[src/rtl/sd_pkg.sv]
// SD SPI-mode command sequencer: shared types and constants.
// Holds FSM states, error codes, token/fill bytes and the fixed CRC table.
package sd_pkg;

  typedef enum logic [2:0] {
    ST_IDLE  = 3'd0,
    ST_SEND  = 3'd1,
    ST_RESP  = 3'd2,
    ST_TOKEN = 3'd3,
    ST_DATA  = 3'd4,
    ST_CRC   = 3'd5,
    ST_FIN   = 3'd6
  } state_t;

  localparam logic [1:0] ERR_OK    = 2'b00;
  localparam logic [1:0] ERR_R1TO  = 2'b01;
  localparam logic [1:0] ERR_TOKTO = 2'b10;
  localparam logic [1:0] ERR_TOKEN = 2'b11;

  localparam logic [7:0] START_TOKEN = 8'hFE;
  localparam logic [7:0] FILL        = 8'hFF;
  localparam int         BLK_LEN     = 512;

  // Precomputed trailer bytes for the only commands that need a valid CRC
  // before CRC checking is switched off on the card.
  function automatic logic [7:0] fixed_crc_byte(input logic [5:0] idx);
    logic [7:0] b;
    b = FILL;
    if (idx == 6'd0) b = 8'h95;
    if (idx == 6'd8) b = 8'h87;
    return b;
  endfunction

endpackage

[src/rtl/sd_crc7.sv]
// Byte-serial CRC7 (x^7 + x^3 + 1, init 0) for the SD command frame.
// Combinational 8-bit update feeding a registered accumulator.
module sd_crc7
  import sd_pkg::*;
(
  input  logic       clk,
  input  logic       reset,
  input  logic       clr,
  input  logic       en,
  input  logic [7:0] data,
  output logic [6:0] crc
);

  logic [6:0] crc_q;
  logic [6:0] crc_d;

  // Fold one byte into the running CRC, MSB first.
  always_comb begin
    logic fb;
    crc_d = crc_q;
    for (int i = 7; i >= 0; i--) begin
      fb    = crc_d[6] ^ data[i];
      crc_d = {crc_d[5:0], 1'b0};
      if (fb) crc_d = crc_d ^ 7'h09;
    end
  end

  // Accumulator, cleared at the start of each command.
  always_ff @(posedge clk) begin
    if (reset || clr) crc_q <= 7'd0;
    else if (en)      crc_q <= crc_d;
  end

  assign crc = crc_q;

endmodule

[src/rtl/sd_cmd_seq.sv]
// SD SPI-mode command sequencer: frame, R1 poll, token wait, 512-byte read.
// Define SD_CRC7_EN to compute the frame CRC7; otherwise a fixed table is used.
module sd_cmd_seq
  import sd_pkg::*;
#(
  parameter int RESP_POLL  = 8,
  parameter int TOKEN_POLL = 4095
) (
  input  logic        clk,
  input  logic        reset,
  input  logic        cmd_start,
  input  logic [5:0]  cmd_idx,
  input  logic [31:0] cmd_arg,
  input  logic        cmd_rdblk,
  output logic        busy,
  output logic        done,
  output logic [7:0]  r1,
  output logic [1:0]  err,
  output logic [7:0]  rd_data,
  output logic        rd_valid,
  output logic        spi_go,
  output logic [7:0]  spi_tx,
  input  logic        spi_done,
  input  logic [7:0]  spi_rx
);

  state_t      state_q, state_d;
  logic [5:0]  idx_q, idx_d;
  logic [31:0] arg_q, arg_d;
  logic        rdblk_q, rdblk_d;
  logic [7:0]  cnt8_q, cnt8_d;
  logic [11:0] cnt12_q, cnt12_d;
  logic        pend_q, pend_d;
  logic        go_q, go_d;
  logic [7:0]  tx_q, tx_d;
  logic [7:0]  r1_q, r1_d;
  logic [1:0]  err_q, err_d;
  logic [7:0]  rdd_q, rdd_d;
  logic        rdv_q, rdv_d;
  logic        accept;
  logic        issue;
  logic [7:0]  frame_b;
  logic [7:0]  crc_b;

`ifdef SD_CRC7_EN
  logic [6:0] crc7;

  sd_crc7 u_crc7 (
    .clk   (clk),
    .reset (reset),
    .clr   (accept),
    .en    (issue && (state_q == ST_SEND) && (cnt8_q < 8'd5)),
    .data  (frame_b),
    .crc   (crc7)
  );

  assign crc_b = {crc7, 1'b1};
`else
  assign crc_b = fixed_crc_byte(idx_q);
`endif

  // Select the command frame byte addressed by the SEND counter.
  always_comb begin
    frame_b = crc_b;
    unique case (cnt8_q)
      8'd0:    frame_b = {2'b01, idx_q};
      8'd1:    frame_b = arg_q[31:24];
      8'd2:    frame_b = arg_q[23:16];
      8'd3:    frame_b = arg_q[15:8];
      8'd4:    frame_b = arg_q[7:0];
      default: frame_b = crc_b;
    endcase
  end

  // Next-state logic: one byte in flight at a time, handled on spi_done.
  always_comb begin
    state_d = state_q;
    idx_d   = idx_q;
    arg_d   = arg_q;
    rdblk_d = rdblk_q;
    cnt8_d  = cnt8_q;
    cnt12_d = cnt12_q;
    pend_d  = pend_q;
    go_d    = 1'b0;
    tx_d    = tx_q;
    r1_d    = r1_q;
    err_d   = err_q;
    rdd_d   = rdd_q;
    rdv_d   = 1'b0;
    accept  = 1'b0;
    issue   = 1'b0;
    unique case (state_q)
      ST_IDLE: begin
        if (cmd_start) begin
          accept  = 1'b1;
          idx_d   = cmd_idx;
          arg_d   = cmd_arg;
          rdblk_d = cmd_rdblk;
          r1_d    = FILL;
          err_d   = ERR_OK;
          cnt8_d  = 8'd0;
          cnt12_d = 12'd0;
          pend_d  = 1'b0;
          state_d = ST_SEND;
        end
      end
      ST_FIN: begin
        state_d = ST_IDLE;
      end
      default: begin
        if (!pend_q) begin
          issue  = 1'b1;
          go_d   = 1'b1;
          pend_d = 1'b1;
          tx_d   = (state_q == ST_SEND) ? frame_b : FILL;
        end else if (spi_done) begin
          pend_d = 1'b0;
          unique case (state_q)
            ST_SEND: begin
              if (cnt8_q == 8'd5) begin
                cnt8_d  = 8'd0;
                state_d = ST_RESP;
              end else begin
                cnt8_d = cnt8_q + 8'd1;
              end
            end
            ST_RESP: begin
              if (!spi_rx[7]) begin
                r1_d = spi_rx;
                if (!rdblk_q || (spi_rx > 8'h01)) begin
                  err_d   = ERR_OK;
                  state_d = ST_FIN;
                end else begin
                  cnt12_d = 12'd0;
                  state_d = ST_TOKEN;
                end
              end else if (cnt8_q == 8'(RESP_POLL - 1)) begin
                r1_d    = FILL;
                err_d   = ERR_R1TO;
                state_d = ST_FIN;
              end else begin
                cnt8_d = cnt8_q + 8'd1;
              end
            end
            ST_TOKEN: begin
              if (spi_rx == START_TOKEN) begin
                cnt12_d = 12'd0;
                state_d = ST_DATA;
              end else if (spi_rx[7:4] == 4'd0 && spi_rx[3:0] != 4'd0) begin
                err_d   = ERR_TOKEN;
                state_d = ST_FIN;
              end else if (cnt12_q == 12'(TOKEN_POLL - 1)) begin
                err_d   = ERR_TOKTO;
                state_d = ST_FIN;
              end else begin
                cnt12_d = cnt12_q + 12'd1;
              end
            end
            ST_DATA: begin
              rdv_d = 1'b1;
              rdd_d = spi_rx;
              if (cnt12_q == 12'(BLK_LEN - 1)) begin
                cnt8_d  = 8'd0;
                state_d = ST_CRC;
              end else begin
                cnt12_d = cnt12_q + 12'd1;
              end
            end
            ST_CRC: begin
              if (cnt8_q == 8'd1) state_d = ST_FIN;
              else                cnt8_d  = cnt8_q + 8'd1;
            end
            default: ;
          endcase
        end
      end
    endcase
  end

  // State registers with synchronous reset.
  always_ff @(posedge clk) begin
    if (reset) begin
      state_q <= ST_IDLE;
      idx_q   <= 6'd0;
      arg_q   <= 32'd0;
      rdblk_q <= 1'b0;
      cnt8_q  <= 8'd0;
      cnt12_q <= 12'd0;
      pend_q  <= 1'b0;
      go_q    <= 1'b0;
      tx_q    <= FILL;
      r1_q    <= FILL;
      err_q   <= ERR_OK;
      rdd_q   <= 8'd0;
      rdv_q   <= 1'b0;
    end else begin
      state_q <= state_d;
      idx_q   <= idx_d;
      arg_q   <= arg_d;
      rdblk_q <= rdblk_d;
      cnt8_q  <= cnt8_d;
      cnt12_q <= cnt12_d;
      pend_q  <= pend_d;
      go_q    <= go_d;
      tx_q    <= tx_d;
      r1_q    <= r1_d;
      err_q   <= err_d;
      rdd_q   <= rdd_d;
      rdv_q   <= rdv_d;
    end
  end

  assign busy     = (state_q != ST_IDLE) && (state_q != ST_FIN);
  assign done     = (state_q == ST_FIN);
  assign r1       = r1_q;
  assign err      = err_q;
  assign rd_data  = rdd_q;
  assign rd_valid = rdv_q;
  assign spi_go   = go_q;
  assign spi_tx   = tx_q;

endmodule

[config.mk]
export PLATFORM = sky130hd
export DESIGN_NAME = sd_cmd_seq
export DESIGN_NICKNAME = d
export VERILOG_FILES = /design/src/rtl/sd_pkg.sv /design/src/rtl/sd_crc7.sv /design/src/rtl/sd_cmd_seq.sv
export SDC_FILE = /design/constraint.sdc
export NUM_CORES = 1
export LEC_CHECK = 0
export CORE_MARGIN = 2
export CORE_UTILIZATION = 53
export DETAILED_ROUTE_END_ITERATION = 16
export HOLD_SLACK_MARGIN = 0.02
export PLACE_DENSITY = 0.8
export SETUP_SLACK_MARGIN = 0.2
export SLEW_MARGIN = 30
export SYNTH_ARGS = -nofsm -noshare
export SYNTH_HDL_FRONTEND = slang
export SYNTH_HIERARCHICAL = 1
export SYNTH_SLANG_ARGS = --single-unit
[constraint.sdc]
create_clock -name clk -period 2.9 [get_ports clk]
set_input_delay 0.725 -clock clk [delete_from_list [all_inputs] [get_ports clk]]
set_output_delay 0.725 -clock clk [all_outputs]
set_load 0.01 [all_outputs]
# --- Yosys cells after proc, flatten, opt, wreduce, memory -nomap -nowiden ---
# Index checks and enable logic that the tools add are counted.
# W data, S select, Z words.
totals:
  reg_bits: 91
  in_bits: 51
  out_inout_bits: 30
classes:
  addsub: 2
  magnitude_cmp: 1
  n_eq_ne: 37
  mux: 63
  bitwise_logic: 4
  n_reduce_logical: 31
ops:
  columns: ["cell", "count"]
  rows:
  - ["$mux W8", 16]
  - ["$mux W12", 9]
  - ["$pmux W8 S5", 1]
  - ["$mux W3", 12]
  - ["$pmux W12 S3", 1]
  - ["$pmux W8 S2", 2]
  - ["$pmux W8 S4", 1]
  - ["$reduce_and A9 Y1", 3]
  - ["$eq A8 B3 Y1 const B", 3]
  - ["$ne A3 B3 Y1 const B", 8]
  - ["$ne A4 B4 Y1 const B", 6]
  - ["$pmux W12 S2", 1]
  - ["$mux W2", 9]
  - ["$eq A8 B2 Y1 const B", 2]
  - ["$pmux W3 S5", 1]
  - ["$add A12 B1 Y12 const B", 1]
  - ["$eq A12 B12 Y1 const B", 1]
  - ["$eq A12 B9 Y1 const B", 1]
  - ["$reduce_bool A3 Y1", 4]
  - ["$reduce_and A10 Y1", 1]
  - ["$eq A3 B3 Y1 const B", 3]
  - ["$add A8 B1 Y8 const B", 1]
  - ["$eq A8 B1 Y1 const B", 1]
  - ["$eq A8 B8 Y1 const B", 1]
  - ["other kinds (34)", 49]

# --- Logic depth before layout (Yosys ltp) ---
# Gate-level depths: netlist (run 1).
depth:
  ltp_word: 8
  ltp_mapped: 8
  depth_no_buf: 7

# --- Least setup slack after synthesis (run 1) ---
# OpenSTA, ideal clock, no wires.
synth_path:
  path_kind: "input -> register"
  startpoint: "in spi_rx[7]"
  endpoint: "reg state_q[0]"
  setup_ps: 72
  arrival_ps: 2135
  required_time_ps: 2828
  slack_ps: 694
  path_stages: 5
  n_path_buf: 0
  path_cell_list: "or4_4 > o32a_2 > nor2b_4 > nor4_4 > mux2i_1"
synth_via:
  elab_chain_cells: 8
  elab_cells_between_ends: 16
  cone_classes: "order compare (1); eq/ne (3); mux (8); reduce/logical (4)"
synth_lines:
  columns: ["item", "line_no", "text"]
  rows:
  - ["start, declared", "sd_cmd_seq.sv:24", "input logic [7:0] spi_rx"]
  - ["$gt A8 B1 Y1 or $logic_not A4 Y1 (tied branches)", "sd_cmd_seq.sv:130, sd_cmd_seq.sv:149", null]
  - ["$logic_or A1 B1 Y1 or $logic_and A1 B1 Y1 (tied branches)", "sd_cmd_seq.sv:130, sd_cmd_seq.sv:149", null]
  - ["$mux W3 (on tied branches)", "sd_cmd_seq.sv:130, sd_cmd_seq.sv:149", null]
  - ["$mux W3 (on tied branches)", "sd_cmd_seq.sv:128, sd_cmd_seq.sv:146", null]
  - ["$pmux W3 S5", "sd_cmd_seq.sv:118", "unique case (state_q)"]
  - ["$mux W3", "sd_cmd_seq.sv:116", "end else if (spi_done) begin"]
  - ["$mux W3", "sd_cmd_seq.sv:111", "if (!pend_q) begin"]
  - ["$pmux W3 S2", "sd_cmd_seq.sv:92", "unique case (state_q)"]
  - ["end signal, assigned", "sd_cmd_seq.sv:197", "state_q <= state_d;"]
  - ["end, declared", "sd_cmd_seq.sv:27", "state_t state_q, state_d;"]
# Several ways; a longest one is shown, not always the timed one. The select of a mux whose other input is x is not followed.
# A chain may end at the register's enable or synchronous reset.

# --- Final worst setup path (run 1) ---
layout_path:
  startpoint: "reg state_q[1]"
  endpoint: "out busy"
layout_via:
  elab_chain_cells: 2
  elab_cells_between_ends: 3
  cone_classes: "eq/ne (1); reduce/logical (2)"
layout_lines:
  columns: ["item", "line_no", "text"]
  rows:
  - ["$ne A3 B3 Y1 or $reduce_bool A3 Y1 (tied branches)", "sd_cmd_seq.sv:213", "assign busy = (state_q != ST_IDLE) && (state_q != ST_FIN);"]
  - ["$logic_and A1 B1 Y1 *", "sd_cmd_seq.sv:213", null]
  - ["end, declared", "sd_cmd_seq.sv:15", "output logic busy,"]
# Mark *: on every way between the ends. The rest lies on a longest branch, timed or not.

==> summary.txt, run 1 <==
Critical path
  – Crit path max fanout: 18
  – Crit path cell chain: buf_6, xor2_1, nor2_1, inv_1, clkdlybuf4s50_1
  – Kind of cell adding the most delay to the critical path: buffers and inverters
  – Critical path required time: 2.17 ns
  – CP bufs+invs: 3
  – Critical path class: reg2out
  – CP Launch Type: flop
  – Critical Path End Type: output port
  – Critical Path AT: 1.89 ns
  – Critical-path top delay cell: clkdlybuf4s50_1
  – Max incr delay on CP: 0.56 ns

Finish
  – Antenna diode count: 0
  – Final net count: 716
  – Layout cells sized above 1: 0.109
  – Filler instances: 670
  – Syn-to-layout area delta: 26.4%

Placed design
  – Routability cong.: approximately 0.9
  – DP HPWL: 9.03 mm
  – Port Buf Inserts: 80

STA
  – Final Hold Fails: 0
  – Setup TNS: 0 ns
  – Fmax: 383 MHz
  – Worst Hold Slack: 0.461 ns
  – Final Max Slew Viols: 0
  – Final worst path period need: approximately 2.6 ns
  – RSZ-0062 raised after global routing: false
  – Setup violations, final: 0
  – Final Skew: 0.0171 ns
  – Fin crit share: 0.901
  – Worst rel slew slack: 0.576
  – Slew @ Worst Pin: 0.632 ns

Outcome
  – Status: complete, no violations

CTS
  – Cts hold-fix bufs: 0
  – CTS tree: built
  – Max Buffers Root-to-Sink: 2
  – CTS root buf: clkbuf_8
  – H-Tree Depth: 3
  – Post-CTS Setup Bufs: 0
  – Worst-path clk slew: 0.11 ns
  – Num CTS Buffers: 9
  – Clk_lat worst skew: 0.37 ns
  – CTS Sinks: 91

Synthesis
  – Synth area leaders: dfxtp_1, nand2_1, a21oi_1
  – Post-synthesis sequential area ratio: 0.396
  – Post-synth EDFFs: 0
  – Synthesis-stage register bit count: 91
  – Async SR Flop Fraction: 0
  – Syn nets: 639
  – Mean area per synthesized cell: 7.91 sq um
  – Area of the mapped netlist: 4600 sq um
  – Syn. warnings: 6
  – Distinct cells, synth: 69
  – Area share of the largest cell type after synthesis: 0.396
  – Main synth FF type: dfxtp_1
  – Cell count after synthesis: 581
  – Yosys top cell by area: dfxtp_1

Global routing
  – First-pass GRT wire length: 20.8 mm
  – Largest net degree at the start of global routing: 47
  – Total Routing Usage GR: 0.267
  – Initial antenna violation count: 0
  – Remaining global-route overflow: 0
  – Vias in the first global route: 4330

Routing
  – Vias: between 4k and 5k
  – Initial drt markers: 323
  – First-pass DRT Iterations: 5
  – Antenna Nets Post-Route: 0
  – Vias per cell: 6.06
  – Final wirelength: between 10 and 15 mm
  – DRC: 0
  – WL per Instance: ~16 um

Pwr
  – Pleak: 2.19 nW
  – Peak supply drop: 0.353 mV
  – Power per cell area: 656 nW/um^2
  – Power Total: 0.00381 W

Floorplan
  – Total die area: 9430 sq um
  – Die X: 97.1 um
  – # IOs: 81
  – Num rows: 33
  – Die Y: between 90 and 100 um
  – Placeable Area: 8300 sq um
  – Initial Util: 0.554

Hold path
  – Min-delay worst type: reg2reg

Job
  – Max-Cap Viols: 0
## power by group
group	internal (W)	switching [W]
logic	0.000600	0.000718
clock network	0.000441	0.000507
registers	0.00141	0.000132
## cells by family (layout without fill, tap and decap cells)
family	after synthesis	count (layout)	share of synthesized area
xor+xnor	2	2	0.00381
mux	11	11	0.0242
compound gates	175	175	0.256
buf+inv	55	137	0.0476
simple gates	240	240	0.253
flops	91	91	0.396
fa+ha+maj	7	7	0.0191
## flip-flops by register name, summed over array words and instances, names as in the netlist, 2 cells and up
signal,count
arg_q,32
cnt12_q,12
state_q,3
cnt8_q,8
rd_data,8
r1,8
idx_q,6
spi_tx,8
err,2
## synth_stat cells (all sizes together), types with 6 or more instances
library cell  number
o311ai             7
inv               14
clkbuf            29
o211ai            10
o32ai              6
o211a              6
nor2              39
nand3             22
a21oi             70
mux2i             10
dfxtp             91
o21ai             24
ha                 7
nand4              7
a22oi             15
o31ai              6
nand2            112
nor3              13
buf               11
and3              10
## layer usage
metal | GRT usage | vias up | wire length, um
met5 | 0 | - | 0
met2 | 0.412 | 202 | 5780
li1 | - | 2253 | -
met4 | 0.117 | 0 | 298
met1 | 0.367 | 2173 | 5680
met3 | 0.0446 | 26 | 840
## tightest hold or removal path, stage by stage (launching register included)
cell	delay, ns
dfxtp_1	0.32
nand2_1	0.05
a21oi_1	0.05
## area by class of cell
cell class              instances  area (sq um)  share of cell area
multi-input cells             435          2560               0.441
flip-flops and latches         91          1830               0.314
repair buffers                106          1020               0.175
clock buffers                  10           138              0.0237
well taps                     105           131              0.0226
clock inverters                 6          77.6              0.0134
inverters                      15          57.6             0.00991
## through the flow
| step | worst slack [ns] | utilization | std cells | cell area, sq um |
|---|---|---|---|---|
| 6_report | 0.287 | 0.700 | 768 | 5810 |
| 5_1_grt | 0.205 | 0.700 | 768 | 5810 |
| 4_1_cts | 0.226 | 0.699 | 768 | 5800 |
| 3_5_place_dp | 0.0305 | 0.673 | 752 | 5590 |
| 3_3_place_gp | 0.0864 | 0.673 | 752 | 5590 |
| 2_1_floorplan | 0.694 | - | 581 | 4600 |
## worst paths after layout
kind / from / endpoint / slack [ns] / depth (start not counted)
setup reg to reg: cnt12_q[0] / cnt12_q[9] / 0.63 / 6
hold reg to reg: arg_q[1] / arg_q[1] / 0.46 / 2
setup / recovery: state_q[1] / busy / 0.29 / 5
hold / removal: arg_q[1] / arg_q[1] / 0.46 / 2
## layout by cell type (no fill, tap or decap), types with 4 or more instances in the layout
cell / n
o32ai_1: 6
nor4_1: 4
nand4_1: 7
clkdlybuf4s50_1: 79
nor3_1: 11
a22oi_1: 15
o311ai_0: 5
or2_2: 4
nand2b_1: 4
mux2i_1: 10
clkbuf_8: 10
nor2_1: 38
inv_1: 14
nand3_1: 21
o211a_1: 6
o31ai_1: 6
dfxtp_1: 88
and3_1: 10
o211ai_1: 9
a21oi_1: 68
o21ai_1: 4
ha_1: 7
nand2_1: 112
o21ai_0: 20
buf_4: 23
## timing repair
item	CTS	global route
setup endpoints to repair	2	1
pin swaps	0	0
gates resized for setup	2	3
endpoints found under the hold margin	0	0
Power figures use the tool's default switching activity.
==> run 2, diff against run 1 <==
CELL_PAD_IN_SITES_DETAIL_PLACEMENT = 1   (was not set)
CELL_PAD_IN_SITES_GLOBAL_PLACEMENT = 2   (was not set)
CORE_MARGIN = 10   (was 2)
CORE_UTILIZATION = 31   (was 53)
PLACE_DENSITY = not set   (was 0.8)
PLACE_DENSITY_LB_ADDON = 0.1   (was not set)
==> summary.txt, run 2 (synthesized netlist as in run 1, its figures left out) <==
STA
  – Setup WS post-layout: approximately 0.36 ns
  – Final Hold Fails: 0
  – Setup TNS: 0 ns
  – Final worst path period need: 2.54 ns
  – Slew @ Worst Pin: 0.715 ns
  – Setup violations, final: 0
  – Worst rel slew slack: 0.520
  – Final Max Slew Viols: 0
  – Final Skew: between 0.004 and 0.005 ns
  – RSZ-0062 raised after global routing: false
  – Fmax: 393 MHz
  – Fin crit share: 0.878

Hold path
  – HP Start: arg_q[10]
  – Hold Path Stages: 2
  – Min-delay worst type: reg2reg

Pwr
  – Peak supply drop: around 0.31 mV
  – Power per cell area: 680 nW/um^2
  – Pleak: 2.21 nW

CTS
  – CTS tree: built
  – Max Buffers Root-to-Sink: 2
  – CTS root buf: clkbuf_16
  – Post-CTS Setup Bufs: 0
  – H-Tree Depth: 3
  – Num CTS Buffers: 9
  – Clk_lat worst skew: 0.35 ns
  – CTS Sinks: 91
  – Worst-path clk slew: ~0.07 ns

Routing
  – Final wirelength: 15.5 mm
  – Vias: 4544
  – Antenna Nets Post-Route: 0
  – Vias per cell: 5.37
  – DRC: 0
  – WL per Instance: 18.3 um
  – Initial drt markers: 169
  – First-pass DRT Iterations: 4

Critical path
  – CP Launch Type: flop
  – Reg2Reg Depth: 7
  – Launching point of the worst reg2reg path: state_q[0]
  – CP bufs+invs: 2
  – Crit path cell chain: clkinv_2, nor2_1, and2_1, clkdlybuf4s50_1
  – Max incr delay on CP: 0.55 ns
  – Critical-path top delay cell: clkdlybuf4s50_1
  – Critical Path AT: 1.82 ns
  – Critical Path End Type: output port
  – Kind of cell adding the most delay to the critical path: buffers and inverters
  – Crit path max fanout: 9
  – Critical path class: reg2out
  – Critical path required time: 2.17 ns
  – CP startpoint: state_q[1]
  – Crit path depth: 4

Placed design
  – Routability cong.: 0.798
  – Dpl ws: 0.00493 ns
  – DP HPWL: around 11 mm
  – Port Buf Inserts: 80

Global routing
  – Initial antenna violation count: 0
  – Vias in the first global route: between 4k and 5k
  – Largest net degree at the start of global routing: 40
  – First-pass GRT wire length: ~25 mm
  – Remaining global-route overflow: 0
  – Total Routing Usage GR: 0.154

Finish
  – Max reg flops: 32
  – Antenna diode count: 0
  – Commonest non-fill, non-tap cell in the layout: nand2_1
  – Most frequent cells in the layout: nand2_1, dfxtp_1, clkdlybuf4s50_1, a21oi_1, nor2_1
  – Largest regs: arg_q (32), cnt12_q (12)
  – Layout cells sized above 1: 0.104
  – Final net count: 716
  – Filler instances: 1772
  – Syn-to-layout area delta: 29.9%
  – Largest Register: arg_q
  – Fin util: 0.411

Job
  – Max-Cap Viols: 0

Floorplan
  – Die Y: 142 um
  – # IOs: 81
  – Num rows: 44
  – Die X: 142 um
  – Total die area: 20100 sq um
  – Placeable Area: 14500 sq um
  – Initial Util: 0.316

Outcome
  – Status: complete, no violations
run 2: path summary, 6_finish.rpt:
path | end | slack, ns
setup / recovery | done | 0.36
hold / removal | arg_q[10] | 0.46
setup reg to reg | cnt12_q[3] | 0.67
hold reg to reg | arg_q[10] | 0.46
run 2: area by class of cell:
| cell class | instances | area, sq um | share of cell area |
|---|---|---|---|
| clock buffer | 11 | 253 | 0.0423 |
| clock inverter | 4 | 50.0 | 0.00838 |
| inverter | 15 | 57.6 | 0.00964 |
| multi-input combinational | 435 | 2570 | 0.430 |
| sequential | 91 | 1820 | 0.305 |
| tap | 184 | 230 | 0.0386 |
| timing repair buffer | 106 | 991 | 0.166 |
run 2: through the flow:
step / hold slack [ns] / cells / power [W] / area, sq um
after floorplan: 0.436 / 581 / 0.00236 / 4600
after global placement: 0.444 / 831 / 0.00287 / 5660
after detailed placement: 0.448 / 831 / 0.00290 / 5660
after CTS: 0.458 / 846 / 0.00412 / 5960
after global routing: 0.474 / 846 / 0.00432 / 5970
final: 0.459 / 846 / 0.00406 / 5970
run 2: repair_timing:
item / CTS / global route
hold endpoints to repair: 0 / 0
hold buffers: 0 / 0
gates resized for setup: 1 / 1
endpoints found under the setup margin: 1 / 1
run 2: power by group:
part	switching, W	internal, W	total (W)
registers	0.000121	0.00141	0.00153
clock network	0.000498	0.000709	0.00121
logic	0.000752	0.000571	0.00132
run 2: per-layer routing:
metal | track usage | vias to the layer above | routed length [um]
met2 | 0.278 | 70 | 7860
met4 | 0.0409 | 0 | 163
met3 | 0.0370 | 9 | 502
met5 | 0 | - | 0
met1 | 0.178 | 2209 | 6990
li1 | - | 2256 | -
run 2: worst reg2reg max path, cell delays in order, from the launching register on:
cell and delay, ns:
dfxtp_1 0.42, buf_4 0.23, or3b_1 0.39, a21oi_2 0.21
o21ai_1 0.16, buf_4 0.20, o311ai_0 0.38, o31ai_1 0.13
